===== config.mk =====
export PLATFORM = sky130hd
export DESIGN_NAME = piso_chain
export DESIGN_NICKNAME = d
export VERILOG_FILES = /design/src/rtl/piso_chain.sv
export SDC_FILE = /design/constraint.sdc
export NUM_CORES = 1
export LEC_CHECK = 0
export ABC_AREA = 1
export BUFFER_PORTS_ARGS = -buffer_cell sky130_fd_sc_hd__buf_2
export CELL_PAD_IN_SITES_DETAIL_PLACEMENT = 1
export CELL_PAD_IN_SITES_GLOBAL_PLACEMENT = 1
export CORE_ASPECT_RATIO = 0.6
export CORE_UTILIZATION = 30
export CTS_BUF_LIST = sky130_fd_sc_hd__clkbuf_8
export CTS_CLUSTER_SIZE = 40
export DETAILED_ROUTE_END_ITERATION = 12
export PLACE_DENSITY = 0.69
export SLEW_MARGIN = 30
export SYNTH_ARGS = -nofsm -noshare
export SYNTH_HDL_FRONTEND = slang
export SYNTH_SLANG_ARGS = --single-unit

===== constraint.sdc =====
create_clock -name clk -period 1.8 [get_ports clk]
set_input_delay 0.36 -clock clk [delete_from_list [all_inputs] [get_ports clk]]
set_output_delay 0.36 -clock clk [all_outputs]
set_load 0.05 [all_outputs]

===== src/rtl/piso_chain.sv =====
// piso_chain: cascaded parallel-in / serial-out shift register of N = WIDTH*DEPTH
// bits that simultaneously collects a serial word.
//   A start request in IDLE loads parin. Each en=1 cycle in SHIFT then moves the
//   word one place toward the output end and inserts ser at the far end. After N
//   shifts the collected word appears on dout and done pulses for one cycle.
// Ports:
//   clk    - single clock, rising edge
//   rst_n  - asynchronous active-low reset
//   start  - load-and-shift request (honoured in IDLE only)
//   parin  - parallel load word [N-1:0]
//   en     - shift enable (one bit per enabled cycle)
//   ser    - serial input, sampled on each shifting edge
//   abort  - cancels a transfer in SHIFT
//   q/q_n  - current output-end bit and its complement
//   busy   - high while in SHIFT
//   done   - one-cycle completion pulse
//   dout   - collected serial word, held until the next completion
module piso_chain #(
  parameter int unsigned WIDTH     = 8,
  parameter int unsigned DEPTH     = 2,
  parameter bit          MSB_FIRST = 1'b0
) (
  input  logic                   clk,
  input  logic                   rst_n,
  input  logic                   start,
  input  logic [WIDTH*DEPTH-1:0] parin,
  input  logic                   en,
  input  logic                   ser,
  input  logic                   abort,
  output logic                   q,
  output logic                   q_n,
  output logic                   busy,
  output logic                   done,
  output logic [WIDTH*DEPTH-1:0] dout
);

  localparam int unsigned N       = WIDTH * DEPTH;
  localparam int unsigned CW      = $clog2(N + 1);
  // Output end and insertion end of the data register.
  localparam int unsigned OUT_IDX = MSB_FIRST ? N - 1 : 0;
  localparam int unsigned IN_IDX  = MSB_FIRST ? 0 : N - 1;

  typedef enum logic [1:0] {
    IDLE  = 2'd0,
    SHIFT = 2'd1,
    DONE  = 2'd2
  } state_e;

  state_e         state_q, state_d;
  logic [N-1:0]   data_q, data_d;
  logic [N-1:0]   dout_q, dout_d;
  logic [N-1:0]   shifted;
  logic [CW-1:0]  cnt_q, cnt_d;
  logic           busy_q, done_q;

  // Shift toward the output end, then overwrite the vacated far-end bit with ser.
  // Expressed as shift-then-insert so that N=1 needs no special case.
  always_comb begin
    shifted          = MSB_FIRST ? (data_q << 1) : (data_q >> 1);
    shifted[IN_IDX]  = ser;
  end

  always_comb begin
    state_d = state_q;
    data_d  = data_q;
    cnt_d   = cnt_q;
    dout_d  = dout_q;
    unique case (state_q)
      IDLE: begin
        if (start) begin
          state_d = SHIFT;
          data_d  = parin;
          cnt_d   = CW'(N);
        end
      end
      SHIFT: begin
        // abort takes priority over a simultaneous shift; data stays frozen.
        if (abort) begin
          state_d = IDLE;
          cnt_d   = '0;
        end else if (en) begin
          data_d = shifted;
          cnt_d  = cnt_q - CW'(1);
          if (cnt_q == CW'(1)) begin
            state_d = DONE;
            dout_d  = shifted;
          end
        end
      end
      DONE: begin
        state_d = IDLE;
      end
      default: begin
        state_d = IDLE;
      end
    endcase
  end

  always_ff @(posedge clk or negedge rst_n) begin
    if (!rst_n) begin
      state_q <= IDLE;
      data_q  <= '0;
      cnt_q   <= '0;
      dout_q  <= '0;
      busy_q  <= 1'b0;
      done_q  <= 1'b0;
    end else begin
      state_q <= state_d;
      data_q  <= data_d;
      cnt_q   <= cnt_d;
      dout_q  <= dout_d;
      // Status flags registered from the next state so they line up with state_q.
      busy_q  <= (state_d == SHIFT);
      done_q  <= (state_d == DONE);
    end
  end

  assign q    = data_q[OUT_IDX];
  assign q_n  = ~data_q[OUT_IDX];
  assign busy = busy_q;
  assign done = done_q;
  assign dout = dout_q;

endmodule


==> results.sh <==
export IMPL_drcViolationCount=0
export IMPL_crit_path_start_kind="flip-flop"
export IMPL_cts_inserted_buffers=5
export IMPL_finalSetupViolations=0
export IMPL_grtUsageTotal_pct=14.2
export IMPL_syn_area_per_cell_um2=9.06
export IMPL_diodes=0
export IMPL_cpMostUsedCell="nand2_1"
export IMPL_clock_latency_ns=0.29
export IMPL_grt_pass1_wl_mm=7.27
export IMPL_startpoint="cnt_q[1]"
export IMPL_die_x_um=105
export IMPL_fill_cells=740
export IMPL_crit_path_end_kind="flip-flop"
export IMPL_leakage_nw=1.23
export IMPL_path_cells="inv_1 > ha_1 > nand2_1 > nor2_1 > nand3_4 > buf_12 > nand2_1 > o21ai_2"
export IMPL_syn_nets=236
export IMPL_worst_pin_slew_ns=0.526
export IMPL_power_density_mw_per_mm2=1670
export IMPL_r2r_start="cnt_q[1]"
export IMPL_slew_violations=0
export IMPL_cts_tree="yes"
export IMPL_die_area_mm2=0.00674
export IMPL_drt_total_wl_mm=4.16
export IMPL_stdcell_count=340
export IMPL_cp_num_buf_inv=2
export IMPL_top_level_ports=42
export IMPL_area_growth_pct=21.1
export IMPL_row_count=22
export IMPL_ys_seq_area_share_pct=53.4
export IMPL_syn_area_mm2=0.00192
export IMPL_drive_gt1_share_pct=31.6
export IMPL_clock_sinks=41
export IMPL_io_buffers=41
export IMPL_nNetsFinal=279
export IMPL_cts_resized=0
export IMPL_required_ns=1.98
export IMPL_crit_arrival_ns=1.67
export IMPL_cp_slowest_stage_delay_ns=0.39
export IMPL_hpwl_mm=3.01
export IMPL_drt_iter0_markers=75
export IMPL_grt_ovfl_total=0
export IMPL_ir_drop_mv=0.604
export IMPL_fin_skew_ns=0.00620
export IMPL_hold_violations=0
export IMPL_vias=1497
export IMPL_slowest_stage="dfrtp_1"
export IMPL_h_tree_depth=2
export IMPL_status="complete, no violations"
export IMPL_hp_class="input port to async pin"
export IMPL_post_cts_buffers=0
export IMPL_fin_tns_setup_ns=0
export IMPL_fin_crit_ns=1.48
export IMPL_cts_buffer_depth=2
export IMPL_finalPower_w=0.00389
export IMPL_drt_pass1_iterations=4
export IMPL_maxCapViolCount=0
export IMPL_relSlewSlack_pct=64.9
export IMPL_gp_congestion=0.772
export IMPL_fin_util_pct=37.9
export IMPL_hold_buffers=0
export IMPL_critical_path_top_delay_family="simple AND/OR/NAND/NOR gates"
export IMPL_yosys_warnings=0
export IMPL_worstSetupPathType="flip-flop to flip-flop"
export IMPL_rsz0062_at_grt="no"
export IMPL_grt_max_degree=42
export IMPL_routedWlPerCell_um=12.2
export IMPL_core_mm2=0.00614
export IMPL_die_h_um=64.0
export IMPL_synth_cell_types=19
export IMPL_timing_hold_ws_ns=0.123
export IMPL_syn_inst=212
export IMPL_ys_ff_latch=41
export IMPL_fin_crit_sh_pct=82.4
export IMPL_grt_pass1_vias=1482
export IMPL_vias_per_cell=4.40
export IMPL_ant_nets=0
export IMPL_dp_cells=332
export IMPL_start_util_pct=31.3
export IMPL_clk_pin_slew_ns=0.08
export IMPL_crit_fanout=27
export IMPL_root_buffer="clkbuf_8"
export IMPL_max_freq_mhz=675
export IMPL_antenna_found_initial=0
## worst paths after layout
kind	end	slack (ns)	depth (start not counted)
hold reg to reg	dout[15]	0.48	2
max in group asynchronous	dout[11]	1.31	2
setup reg to reg	dout[9]	0.32	8
min in group clk	dout[15]	0.32	3
hold / removal	busy	0.12	2
setup / recovery	dout[9]	0.32	8
## cell families after synthesis
logic type               after synthesis  synth area share, %
AND/OR/NAND/NOR                       78                 17.2
adder cells (fa/ha/maj)                2                 1.30
AO/OA/AOI/OAI                         53                 18.2
buffers and inverters                 38                 9.90
flip-flops                            41                 53.4
## flip-flops by register name (all words and copies together), names as in the netlist
signal	cells
state_q	2
busy	1
cnt_q	5
dout	16
done	1
data_q	16
## cell usage in the layout (no fill, tap or decap)
cell,instances
clkbuf_8,5
clkinv_2,1
nand2_2,3
inv_2,1
nand3_1,6
nand3_4,1
buf_2,41
o21ai_2,22
o21ai_0,17
o21ai_1,10
nand2_1,59
nor3_1,1
buf_4,3
bufinv_16,2
nor2_1,7
dfrtp_1,41
nor2_4,1
inv_1,28
o22ai_1,1
a21oi_1,3
buf_12,1
ha_1,2
## stage by stage
step / setup WS, ns / area [um^2]
6_report: 0.318 / 2330
5_1_grt: 0.163 / 2330
4_1_cts: 0.297 / 2330
3_5_place_dp: 0.315 / 2190
3_3_place_gp: 0.390 / 2190
2_1_floorplan: 0.477 / 1920
## per-layer routing
| metal | GRT usage [%] | routed length [um] |
|---|---|---|
| met1 | 20.3 | 2230 |
| met2 | 20.2 | 1670 |
| met3 | 4.18 | 224 |
| met4 | 4.75 | 41 |
| met5 | 0 | 0 |
## synth_stat cells
cell type / n / area share, %
nand3_1: 6 / 1.6
o21ai_0: 17 / 4.4
o21ai_1: 10 / 2.6
nand3_4: 1 / 0.91
buf_2: 2 / 0.52
nor3_1: 1 / 0.26
buf_6: 6 / 3.5
ha_1: 2 / 1.3
dfrtp_1: 41 / 53
o21ai_2: 22 / 10
nor2_1: 7 / 1.4
a21oi_1: 3 / 0.78
clkbuf_1: 1 / 0.20
inv_2: 1 / 0.20
nor2_4: 1 / 0.59
inv_1: 28 / 5.5
nand2_1: 59 / 12
o22ai_1: 1 / 0.33
nand2_2: 3 / 0.98
## area by class of cell
cell class | instances | area (um^2) | share of cell area [%]
well taps | 84 | 105 | 4.52
inverters | 29 | 109 | 4.68
flip-flops and latches | 41 | 1030 | 44.1
clock inverters | 3 | 65.1 | 2.80
clock buffers | 5 | 68.8 | 2.96
multi-input cells | 133 | 704 | 30.3
repair buffers | 45 | 248 | 10.7
## worst register-to-register path, cell delays in order, from the launching register on
cell	delay, ns
dfrtp_1	0.39
inv_1	0.10
ha_1	0.15
nand2_1	0.05
nor2_1	0.17
nand3_4	0.17
buf_12	0.21
nand2_1	0.09
o21ai_2	0.05
## power breakdown
group / switching [W] / internal [W] / total (W) / leakage (nW)
Clock: 0.000330 / 0.000551 / 0.000881 / 0.0681
Sequential: 0.000191 / 0.00125 / 0.00144 / 0.530
Combinational: 0.00114 / 0.000431 / 0.00157 / 0.630
(Power assumes the default switching activity.)
